## src/rtl/dqsw_wl_train_pkg.sv

```systemverilog
// Shared FSM type, direction/vote constants and lane-slice helper for the
// DQSW write-leveling training sequencer.
package dqsw_wl_train_pkg;

    typedef enum logic [3:0] {
        IDLE,
        LOAD,
        CLEAR,
        SETTLE,
        SAMPLE,
        STEP,
        BACK,
        NEXT,
        FIN
    } train_state_t;

    localparam int   SAMPLE_VOTES = 3;
    localparam logic DIR_INC      = 1'b1;
    localparam logic DIR_DEC      = 1'b0;

    // LSB position of a lane's field inside a packed per-lane vector.
    function automatic int lane_lsb(input int lane, input int field_w);
        return lane * field_w;
    endfunction

endpackage

```

## src/rtl/dqsw_wl_lane_mux.sv

```systemverilog
// One-hot fan-out of the sequencer's scalar strobes onto the active lane,
// and selection of that lane's LATE / OUT_OF_RANGE flags.
module dqsw_wl_lane_mux
    import dqsw_wl_train_pkg::*;
#(
    parameter int NUM_LANES = 2,
    parameter int LANE_W    = 1
) (
    input  logic [LANE_W-1:0]    lane,
    input  logic                 load,
    input  logic                 move,
    input  logic                 dir,
    input  logic                 clear,
    input  logic [NUM_LANES-1:0] late_vec,
    input  logic [NUM_LANES-1:0] oor_vec,
    output logic [NUM_LANES-1:0] load_vec,
    output logic [NUM_LANES-1:0] move_vec,
    output logic [NUM_LANES-1:0] dir_vec,
    output logic [NUM_LANES-1:0] clear_vec,
    output logic                 late,
    output logic                 oor
);

    logic [NUM_LANES-1:0] lane_hit;

    genvar gi;
    generate
        for (gi = 0; gi < NUM_LANES; gi++) begin : g_lane
            assign lane_hit[gi]  = (lane == LANE_W'(gi));
            assign load_vec[gi]  = lane_hit[gi] & load;
            assign move_vec[gi]  = lane_hit[gi] & move;
            assign clear_vec[gi] = lane_hit[gi] & clear;
            assign dir_vec[gi]   = lane_hit[gi] & (dir == DIR_INC);
        end
    endgenerate

    assign late = |(late_vec & lane_hit);
    assign oor  = |(oor_vec & lane_hit);

endmodule

```

## src/rtl/dqsw_wl_train_ctrl.sv

```systemverilog
// Multi-lane DDR3 write-leveling sweep: steps each lane's delay line until LATE,
// then backs off. Optional 2-of-3 LATE vote via DQSW_WL_TRAIN_MAJORITY_EN.
module dqsw_wl_train_ctrl
    import dqsw_wl_train_pkg::*;
#(
    parameter int NUM_LANES     = 2,
    parameter int MAX_TAPS      = 128,
    parameter int SETTLE_CYCLES = 8,
    parameter int BACKOFF_TAPS  = 4,
    localparam int TAP_W        = $clog2(MAX_TAPS)
) (
    input  logic                       FAB_CLK,
    input  logic                       ARST_N,
    input  logic                       TRAIN_START,
    input  logic                       TRAIN_ABORT,
    output logic                       TRAIN_BUSY,
    output logic                       TRAIN_DONE,
    output logic [NUM_LANES-1:0]       LANE_ERR,
    output logic [NUM_LANES*TAP_W-1:0] RESULT_TAP,
    output logic [NUM_LANES-1:0]       DELAY_LINE_LOAD,
    output logic [NUM_LANES-1:0]       DELAY_LINE_MOVE,
    output logic [NUM_LANES-1:0]       DELAY_LINE_DIRECTION,
    output logic [NUM_LANES-1:0]       EYE_MONITOR_CLEAR_FLAGS,
    input  logic [NUM_LANES-1:0]       EYE_MONITOR_LATE,
    input  logic [NUM_LANES-1:0]       DELAY_LINE_OUT_OF_RANGE
);

    localparam int LANE_W = (NUM_LANES > 1) ? $clog2(NUM_LANES) : 1;
    localparam int CNT_W  = (SETTLE_CYCLES > 1) ? $clog2(SETTLE_CYCLES) : 1;

    train_state_t state_reg, state_next;
    logic [LANE_W-1:0]          lane_reg, lane_next;
    logic [TAP_W-1:0]           tap_reg, tap_next;
    logic [CNT_W-1:0]           settle_cnt_reg, settle_cnt_next;
    logic [TAP_W-1:0]           back_cnt_reg, back_cnt_next;
    logic                       back_gap_reg, back_gap_next;
    logic                       busy_reg;
    logic                       done_reg, done_next;
    logic                       dir_reg, dir_next;
    logic [NUM_LANES-1:0]       lane_err_reg, lane_err_next;
    logic [NUM_LANES*TAP_W-1:0] result_reg, result_next;

    logic [NUM_LANES-1:0] load_vec_reg, move_vec_reg, dir_vec_reg, clear_vec_reg;
    logic [NUM_LANES-1:0] load_vec_next, move_vec_next, dir_vec_next, clear_vec_next;
    logic                 load_s, move_s, clear_s;
    logic                 late_sel, oor_sel;
    logic                 sample_done, late_hit;

`ifdef DQSW_WL_TRAIN_MAJORITY_EN
    localparam int VOTE_MAJ = SAMPLE_VOTES / 2 + 1;
    logic [1:0] vote_idx_reg, vote_idx_next;
    logic [1:0] vote_cnt_reg, vote_cnt_next;

    assign sample_done = (vote_idx_reg == 2'(SAMPLE_VOTES - 1));
    assign late_hit    = (int'(vote_cnt_reg) + int'(late_sel)) >= VOTE_MAJ;
`else
    assign sample_done = 1'b1;
    assign late_hit    = late_sel;
`endif

    dqsw_wl_lane_mux #(
        .NUM_LANES (NUM_LANES),
        .LANE_W    (LANE_W)
    ) u_lane_mux (
        .lane      (lane_reg),
        .load      (load_s),
        .move      (move_s),
        .dir       (dir_next),
        .clear     (clear_s),
        .late_vec  (EYE_MONITOR_LATE),
        .oor_vec   (DELAY_LINE_OUT_OF_RANGE),
        .load_vec  (load_vec_next),
        .move_vec  (move_vec_next),
        .dir_vec   (dir_vec_next),
        .clear_vec (clear_vec_next),
        .late      (late_sel),
        .oor       (oor_sel)
    );

    always_comb begin
        state_next      = state_reg;
        lane_next       = lane_reg;
        tap_next        = tap_reg;
        settle_cnt_next = settle_cnt_reg;
        back_cnt_next   = back_cnt_reg;
        back_gap_next   = back_gap_reg;
        done_next       = done_reg;
        dir_next        = dir_reg;
        lane_err_next   = lane_err_reg;
        result_next     = result_reg;
        load_s          = 1'b0;
        move_s          = 1'b0;
        clear_s         = 1'b0;
`ifdef DQSW_WL_TRAIN_MAJORITY_EN
        vote_idx_next   = vote_idx_reg;
        vote_cnt_next   = vote_cnt_reg;
`endif

        if (TRAIN_ABORT && (state_reg != IDLE)) begin
            // Abort drops every strobe; results of finished lanes stay put.
            state_next = IDLE;
            dir_next   = DIR_DEC;
        end else begin
            case (state_reg)
                IDLE: begin
                    if (TRAIN_START && !TRAIN_ABORT) begin
                        done_next     = 1'b0;
                        lane_err_next = '0;
                        result_next   = '0;
                        lane_next     = '0;
                        state_next    = LOAD;
                    end
                end
                LOAD: begin
                    load_s     = 1'b1;
                    tap_next   = '0;
                    dir_next   = DIR_DEC;
                    state_next = CLEAR;
                end
                CLEAR: begin
                    clear_s         = 1'b1;
                    settle_cnt_next = CNT_W'(SETTLE_CYCLES - 1);
                    state_next      = (SETTLE_CYCLES > 1) ? SETTLE : SAMPLE;
`ifdef DQSW_WL_TRAIN_MAJORITY_EN
                    vote_idx_next   = '0;
                    vote_cnt_next   = '0;
`endif
                end
                SETTLE: begin
                    // Leave when the decremented count hits zero.
                    settle_cnt_next = settle_cnt_reg - 1'b1;
                    if (settle_cnt_reg <= CNT_W'(1))
                        state_next = SAMPLE;
                end
                SAMPLE: begin
                    if (oor_sel) begin
                        lane_err_next[lane_reg] = 1'b1;
                        result_next[lane_lsb(int'(lane_reg), TAP_W) +: TAP_W] = tap_reg;
                        state_next = NEXT;
                    end else if (!sample_done) begin
`ifdef DQSW_WL_TRAIN_MAJORITY_EN
                        vote_idx_next = vote_idx_reg + 1'b1;
                        vote_cnt_next = vote_cnt_reg + {1'b0, late_sel};
`endif
                    end else if (late_hit) begin
                        if (int'(tap_reg) < BACKOFF_TAPS)
                            back_cnt_next = tap_reg;
                        else
                            back_cnt_next = TAP_W'(BACKOFF_TAPS);
                        back_gap_next = 1'b0;
                        dir_next      = DIR_DEC;
                        state_next    = BACK;
                    end else if (tap_reg == TAP_W'(MAX_TAPS - 1)) begin
                        lane_err_next[lane_reg] = 1'b1;
                        result_next[lane_lsb(int'(lane_reg), TAP_W) +: TAP_W] = tap_reg;
                        state_next = NEXT;
                    end else begin
                        // Direction is set a cycle ahead of the MOVE strobe.
                        dir_next   = DIR_INC;
                        state_next = STEP;
                    end
                end
                STEP: begin
                    move_s     = 1'b1;
                    tap_next   = tap_reg + 1'b1;
                    state_next = CLEAR;
                end
                BACK: begin
                    if (back_gap_reg) begin
                        back_gap_next = 1'b0;
                    end else if (back_cnt_reg != '0) begin
                        move_s        = 1'b1;
                        tap_next      = tap_reg - 1'b1;
                        back_cnt_next = back_cnt_reg - 1'b1;
                        back_gap_next = 1'b1;
                    end else begin
                        result_next[lane_lsb(int'(lane_reg), TAP_W) +: TAP_W] = tap_reg;
                        state_next = NEXT;
                    end
                end
                NEXT: begin
                    dir_next = DIR_DEC;
                    if (lane_reg == LANE_W'(NUM_LANES - 1)) begin
                        state_next = FIN;
                    end else begin
                        lane_next  = lane_reg + 1'b1;
                        state_next = LOAD;
                    end
                end
                FIN: begin
                    done_next  = 1'b1;
                    state_next = IDLE;
                end
                default: state_next = IDLE;
            endcase
        end
    end

    always_ff @(posedge FAB_CLK or negedge ARST_N) begin
        if (!ARST_N) begin
            state_reg      <= IDLE;
            lane_reg       <= '0;
            tap_reg        <= '0;
            settle_cnt_reg <= '0;
            back_cnt_reg   <= '0;
            back_gap_reg   <= 1'b0;
            busy_reg       <= 1'b0;
            done_reg       <= 1'b0;
            dir_reg        <= 1'b0;
            lane_err_reg   <= '0;
            result_reg     <= '0;
            load_vec_reg   <= '0;
            move_vec_reg   <= '0;
            dir_vec_reg    <= '0;
            clear_vec_reg  <= '0;
`ifdef DQSW_WL_TRAIN_MAJORITY_EN
            vote_idx_reg   <= '0;
            vote_cnt_reg   <= '0;
`endif
        end else begin
            state_reg      <= state_next;
            lane_reg       <= lane_next;
            tap_reg        <= tap_next;
            settle_cnt_reg <= settle_cnt_next;
            back_cnt_reg   <= back_cnt_next;
            back_gap_reg   <= back_gap_next;
            busy_reg       <= (state_next != IDLE);
            done_reg       <= done_next;
            dir_reg        <= dir_next;
            lane_err_reg   <= lane_err_next;
            result_reg     <= result_next;
            load_vec_reg   <= load_vec_next;
            move_vec_reg   <= move_vec_next;
            dir_vec_reg    <= dir_vec_next;
            clear_vec_reg  <= clear_vec_next;
`ifdef DQSW_WL_TRAIN_MAJORITY_EN
            vote_idx_reg   <= vote_idx_next;
            vote_cnt_reg   <= vote_cnt_next;
`endif
        end
    end

    assign TRAIN_BUSY              = busy_reg;
    assign TRAIN_DONE              = done_reg;
    assign LANE_ERR                = lane_err_reg;
    assign RESULT_TAP              = result_reg;
    assign DELAY_LINE_LOAD         = load_vec_reg;
    assign DELAY_LINE_MOVE         = move_vec_reg;
    assign DELAY_LINE_DIRECTION    = dir_vec_reg;
    assign EYE_MONITOR_CLEAR_FLAGS = clear_vec_reg;

endmodule

```

## config.mk

```make
export PLATFORM = sky130hd
export DESIGN_NAME = dqsw_wl_train_ctrl
export DESIGN_NICKNAME = d
export VERILOG_FILES = /design/src/rtl/dqsw_wl_train_pkg.sv /design/src/rtl/dqsw_wl_lane_mux.sv /design/src/rtl/dqsw_wl_train_ctrl.sv
export SDC_FILE = /design/constraint.sdc
export NUM_CORES = 1
export LEC_CHECK = 0
export BUFFER_PORTS_ARGS = -buffer_cell sky130_fd_sc_hd__clkbuf_2
export CAP_MARGIN = 30
export CELL_PAD_IN_SITES_DETAIL_PLACEMENT = 1
export CELL_PAD_IN_SITES_GLOBAL_PLACEMENT = 1
export CORE_MARGIN = 3
export CORE_UTILIZATION = 25
export CTS_BUF_LIST = sky130_fd_sc_hd__clkbuf_4 sky130_fd_sc_hd__clkbuf_8 sky130_fd_sc_hd__clkbuf_16
export CTS_CLUSTER_SIZE = 20
export DETAILED_ROUTE_END_ITERATION = 10
export PLACE_DENSITY = 0.46
export SETUP_SLACK_MARGIN = 0.3
export SLEW_MARGIN = 40
export SYNTH_ARGS = -nofsm -noshare
export SYNTH_HDL_FRONTEND = slang
export SYNTH_SLANG_ARGS = --single-unit
```

## constraint.sdc

```tcl
create_clock -name FAB_CLK -period 6.4 [get_ports FAB_CLK]
set_input_delay 0.64 -clock FAB_CLK [delete_from_list [all_inputs] [get_ports FAB_CLK]]
set_output_delay 0.64 -clock FAB_CLK [all_outputs]
set_load 0.05 [all_outputs]
```

==> impl_metrics.prom <==
# TYPE chip_impl_metric gauge
chip_impl_metric{name="ctsLongestPathBuffers",unit=""} 2
chip_impl_metric{name="floorplan.die.width",unit="um"} 110.7
chip_impl_metric{name="largest_register_ff_count",unit=""} 14
chip_impl_metric{name="antenna_cells",unit=""} 0
chip_impl_info{name="critical_path.top_delay_family",value="compound AO/OA/AOI/OAI gates"} 1
chip_impl_metric{name="viasPerCell",unit=""} 5.053
chip_impl_metric{name="finalMaxSlewViolations",unit=""} 0
chip_impl_info{name="layout.cells.most_common_list",value="sky130_fd_sc_hd__dfrtp_1, sky130_fd_sc_hd__clkbuf_2, sky130_fd_sc_hd__nor2_1, sky130_fd_sc_hd__a22o_1, sky130_fd_sc_hd__nand2_1"} 1
chip_impl_metric{name="wire_per_inst",unit="um"} 16.73
chip_impl_metric{name="cts.repair_timing.setup_buffer_count",unit=""} 0
chip_impl_metric{name="post_cts_resized",unit=""} 0
chip_impl_info{name="critical_path.startpoint_type",value="register"} 1
chip_impl_metric{name="layout_worst_path_cycle_share",unit="%"} 49.90
chip_impl_metric{name="worst_slew_margin_rel",unit="%"} 50.21
chip_impl_metric{name="routed-via-count",unit=""} 2208
chip_impl_metric{name="core",unit="mm^2"} 0.01051
chip_impl_metric{name="synth_simple_gate_area_share",unit="%"} 18.84
chip_impl_info{name="crit_path_top_delay_cell",value="sky130_fd_sc_hd__dfrtp_1"} 1
chip_impl_metric{name="global_route_wire_length_before_repair",unit="mm"} 12.30
chip_impl_info{name="critical_path.reg2reg.startpoint",value="state_reg[2]"} 1
chip_impl_info{name="rsz_0062_raised_after_global_routing",value="false"} 1
chip_impl_metric{name="grt_overflow",unit=""} 0
chip_impl_metric{name="crit_required",unit="ns"} 6.59
chip_impl_metric{name="worst-path-buf-inv",unit=""} 1
chip_impl_metric{name="synth_cells",unit=""} 271
chip_impl_metric{name="largest_voltage_drop_on_the_vdd_net",unit="uV"} 113.3
chip_impl_metric{name="critPathMaxFanout",unit=""} 18
chip_impl_metric{name="cp_slowest_stage_delay",unit="ns"} 0.75
chip_impl_metric{name="grt.total_usage",unit="%"} 12.20
chip_impl_metric{name="cp.arrival",unit="ns"} 3.39
chip_impl_metric{name="async_flop_share",unit="%"} 100.0
chip_impl_info{name="tritoncts",value="done"} 1
chip_impl_metric{name="ant_nets",unit=""} 0
chip_impl_metric{name="cts_made_buffers",unit=""} 5
chip_impl_metric{name="drtPass1Iterations",unit=""} 4
chip_impl_metric{name="synth-compound-area-share",unit="%"} 24.18
chip_impl_metric{name="distinct_cells_synth",unit=""} 61
chip_impl_metric{name="detail_route.iter0.violations",unit=""} 110
chip_impl_metric{name="via_count_of_the_first_global_routing_pass",unit=""} 2290
chip_impl_metric{name="num_io_pins",unit=""} 34
chip_impl_metric{name="die_h",unit="um"} 110.7
chip_impl_metric{name="synth.top_cell.area_share",unit="%"} 45.62
chip_impl_metric{name="antenna_violations_before_repair",unit=""} 0
chip_impl_metric{name="cts_max_level",unit=""} 2
chip_impl_metric{name="hold_viol_final",unit=""} 0
chip_impl_metric{name="place_hpwl",unit="mm"} 5.312
chip_impl_info{name="cts_root_buf",value="sky130_fd_sc_hd__clkbuf_8"} 1
chip_impl_metric{name="number_of_enable_type_register_cells_in_the_synthesized_netlist",unit=""} 0
chip_impl_metric{name="yosys_register_bits",unit=""} 50
chip_impl_info{name="worst_setup_path_startpoint",value="state_reg[2]"} 1
chip_impl_metric{name="clock_sink_count",unit=""} 50
chip_impl_metric{name="syn_area",unit="mm^2"} 0.002743
chip_impl_metric{name="clock_transition_at_the_registers_of_the_reported_paths",unit="ns"} 0.10
chip_impl_metric{name="synthesis.nets",unit=""} 289
chip_impl_info{name="outcome",value="finished, final reports clean"} 1
chip_impl_metric{name="start_util",unit="%"} 26.10
chip_impl_metric{name="timing.clock.skew",unit="ns"} 0.005549
chip_impl_metric{name="post_layout_instance_area",unit="mm^2"} 0.003171
chip_impl_info{name="cp_capture_type",value="register"} 1
chip_impl_metric{name="static-leakage-power",unit="nW"} 1.488
chip_impl_metric{name="layout.nets",unit=""} 318
chip_impl_metric{name="grt_max_degree",unit=""} 51
chip_impl_metric{name="fin_setup_tns",unit="ns"} 0
chip_impl_metric{name="min_period",unit="ns"} 3.194
chip_impl_metric{name="placedInstanceArea",unit="mm^2"} 0.003028
chip_impl_metric{name="synthXorXnorAreaFrac",unit="%"} 1.597
chip_impl_info{name="largest_family_of_logic_cells_by_synthesized_area",value="compound AO/OA/AOI/OAI gates"} 1
chip_impl_info{name="ys_dominant_reg_cell",value="sky130_fd_sc_hd__dfrtp_1"} 1
chip_impl_metric{name="max_slew.worst_pin.slew",unit="ns"} 0.7407
chip_impl_metric{name="cap_viol_max_count",unit=""} 0
chip_impl_metric{name="post_synth_adder_cell_area",unit="%"} 4.836
chip_impl_metric{name="detail_route.drc_violations",unit=""} 0
chip_impl_info{name="synthTopCellsByArea",value="sky130_fd_sc_hd__dfrtp_1, sky130_fd_sc_hd__a22o_1, sky130_fd_sc_hd__ha_1, sky130_fd_sc_hd__nor2_1, sky130_fd_sc_hd__a21oi_1"} 1
chip_impl_metric{name="synth.area.mux_share",unit="%"} 1.186
chip_impl_metric{name="final_layout_size_suffix_gt1_share",unit="%"} 19.27
chip_impl_metric{name="setup_viol",unit=""} 0
chip_impl_info{name="hp-class",value="primary input to async pin"} 1
chip_impl_metric{name="yosysSeqAreaShare",unit="%"} 45.62
chip_impl_metric{name="total_power",unit="mW"} 1.038
chip_impl_info{name="synthDominantAreaCellType",value="sky130_fd_sc_hd__dfrtp_1"} 1
chip_impl_metric{name="cts.hold.buffers_added",unit=""} 0
chip_impl_metric{name="p_per_area",unit="mW/mm^2"} 327.3
chip_impl_metric{name="routed_wl",unit="mm"} 7.313
chip_impl_metric{name="place.gp.congestion",unit=""} 0.7945
chip_impl_metric{name="row_count",unit=""} 37
chip_impl_metric{name="yosysWarningCount",unit=""} 0
chip_impl_info{name="final_common_cell",value="sky130_fd_sc_hd__dfrtp_1"} 1
chip_impl_metric{name="die_area",unit="mm^2"} 0.01226
chip_impl_metric{name="port_buffer_cells",unit=""} 33
chip_impl_metric{name="syn-mean-instance-area",unit="um^2"} 10.12
chip_impl_metric{name="clk-insertion-delay-late",unit="ns"} 0.30
chip_impl_info{name="cp_cell_sequence",value="nand4bb_1 > inv_2 > ha_1 > a211oi_1 > o211a_1 > a31oi_1 > a311oi_1 > a21oi_1"} 1
chip_impl_info{name="timing_worst_setup_path_type",value="register to register"} 1
chip_impl_metric{name="syn2layout_area_growth",unit="%"} 15.60
chip_impl_metric{name="max_clock_freq",unit="GHz"} 0.3131
## Yosys cell counts (3+ instances only)
cell                       number
sky130_fd_sc_hd__dfrtp_1       50
sky130_fd_sc_hd__nor2_1        24
sky130_fd_sc_hd__a22o_1        22
sky130_fd_sc_hd__nand2_1       16
sky130_fd_sc_hd__a21oi_1       12
sky130_fd_sc_hd__o21ai_0       11
sky130_fd_sc_hd__ha_1           9
sky130_fd_sc_hd__inv_1          9
sky130_fd_sc_hd__a31oi_1        8
sky130_fd_sc_hd__buf_2          7
sky130_fd_sc_hd__nor2b_1        6
sky130_fd_sc_hd__clkbuf_1       5
sky130_fd_sc_hd__nand3_1        5
sky130_fd_sc_hd__nor3_1         5
sky130_fd_sc_hd__a211oi_1       4
sky130_fd_sc_hd__a21o_1         4
sky130_fd_sc_hd__and2_1         4
sky130_fd_sc_hd__o21ai_1        4
sky130_fd_sc_hd__or2_2          3
sky130_fd_sc_hd__or3_1          3
sky130_fd_sc_hd__or3b_1         3
sky130_fd_sc_hd__or4_1          3
sky130_fd_sc_hd__xor2_1         3
## through the flow
stage / hold WS [ns] / cells / utilization, % / setup WS (ns)
floorplan: 0.3444 / 271 / - / 4.216
global placement: 0.4863 / 429 / 28.81 / 3.293
detailed placement: 0.4882 / 429 / 28.81 / 3.224
CTS: 0.4592 / 437 / 30.17 / 3.222
global route: 0.4947 / 437 / 30.17 / 2.917
finish: 0.4415 / 437 / 30.17 / 3.207
## logic make-up (layout without fill, tap and decap cells)
group	after synthesis	in the layout
AOI/OAI and AO/OA	90	90
and+or+nand+nor	90	90
DFF	50	50
buffers and inverters	23	53
adders and majority gates	10	10
xor gates and xnor gates	5	5
muxes	3	3
## final cells by class
class | count | area (um^2)
Fill cell | 1197 | 7338
Multi-Input combinational cell | 198 | 1389
Sequential cell | 50 | 1251
Timing Repair Buffer | 35 | 180.2
Tap cell | 136 | 170.2
Clock buffer | 6 | 82.58
Clock inverter | 2 | 60.06
Inverter | 10 | 37.54
## power by group
part	internal (mW)	leakage [nW]	switching, mW
clock network	0.167	0.0714	0.111
logic	0.118	0.746	0.212
registers	0.360	0.670	0.0703
total	0.644	1.49	0.394
## per-layer routing
metal,global-route usage [%],wire (um)
met5,0,0
met1,18.04,3790
met2,17.68,3145
met3,2.566,265
met4,3.777,112
## worst reg2reg max path, stage by stage, from the launching register on
cell	delay, ns
sky130_fd_sc_hd__dfrtp_1	0.75
sky130_fd_sc_hd__nand4bb_1	0.59
sky130_fd_sc_hd__inv_2	0.44
sky130_fd_sc_hd__ha_1	0.36
sky130_fd_sc_hd__a211oi_1	0.33
sky130_fd_sc_hd__o211a_1	0.20
sky130_fd_sc_hd__a31oi_1	0.05
sky130_fd_sc_hd__a311oi_1	0.29
sky130_fd_sc_hd__a21oi_1	0.06
## final timing paths
kind / endpoint / slack [ns] / cells past startpoint
max in group asynchronous: tap_reg[3] / 5.54 / 2
min reg2reg: back_cnt_reg[6] / 0.50 / 1
max reg2reg: tap_reg[6] / 3.21 / 8
min in group FAB_CLK: back_cnt_reg[6] / 0.50 / 1
min: EYE_MONITOR_CLEAR_FLAGS[0] / 0.44 / 2
max: tap_reg[6] / 3.21 / 8
No activity file was read; power rests on OpenSTA's default activity.
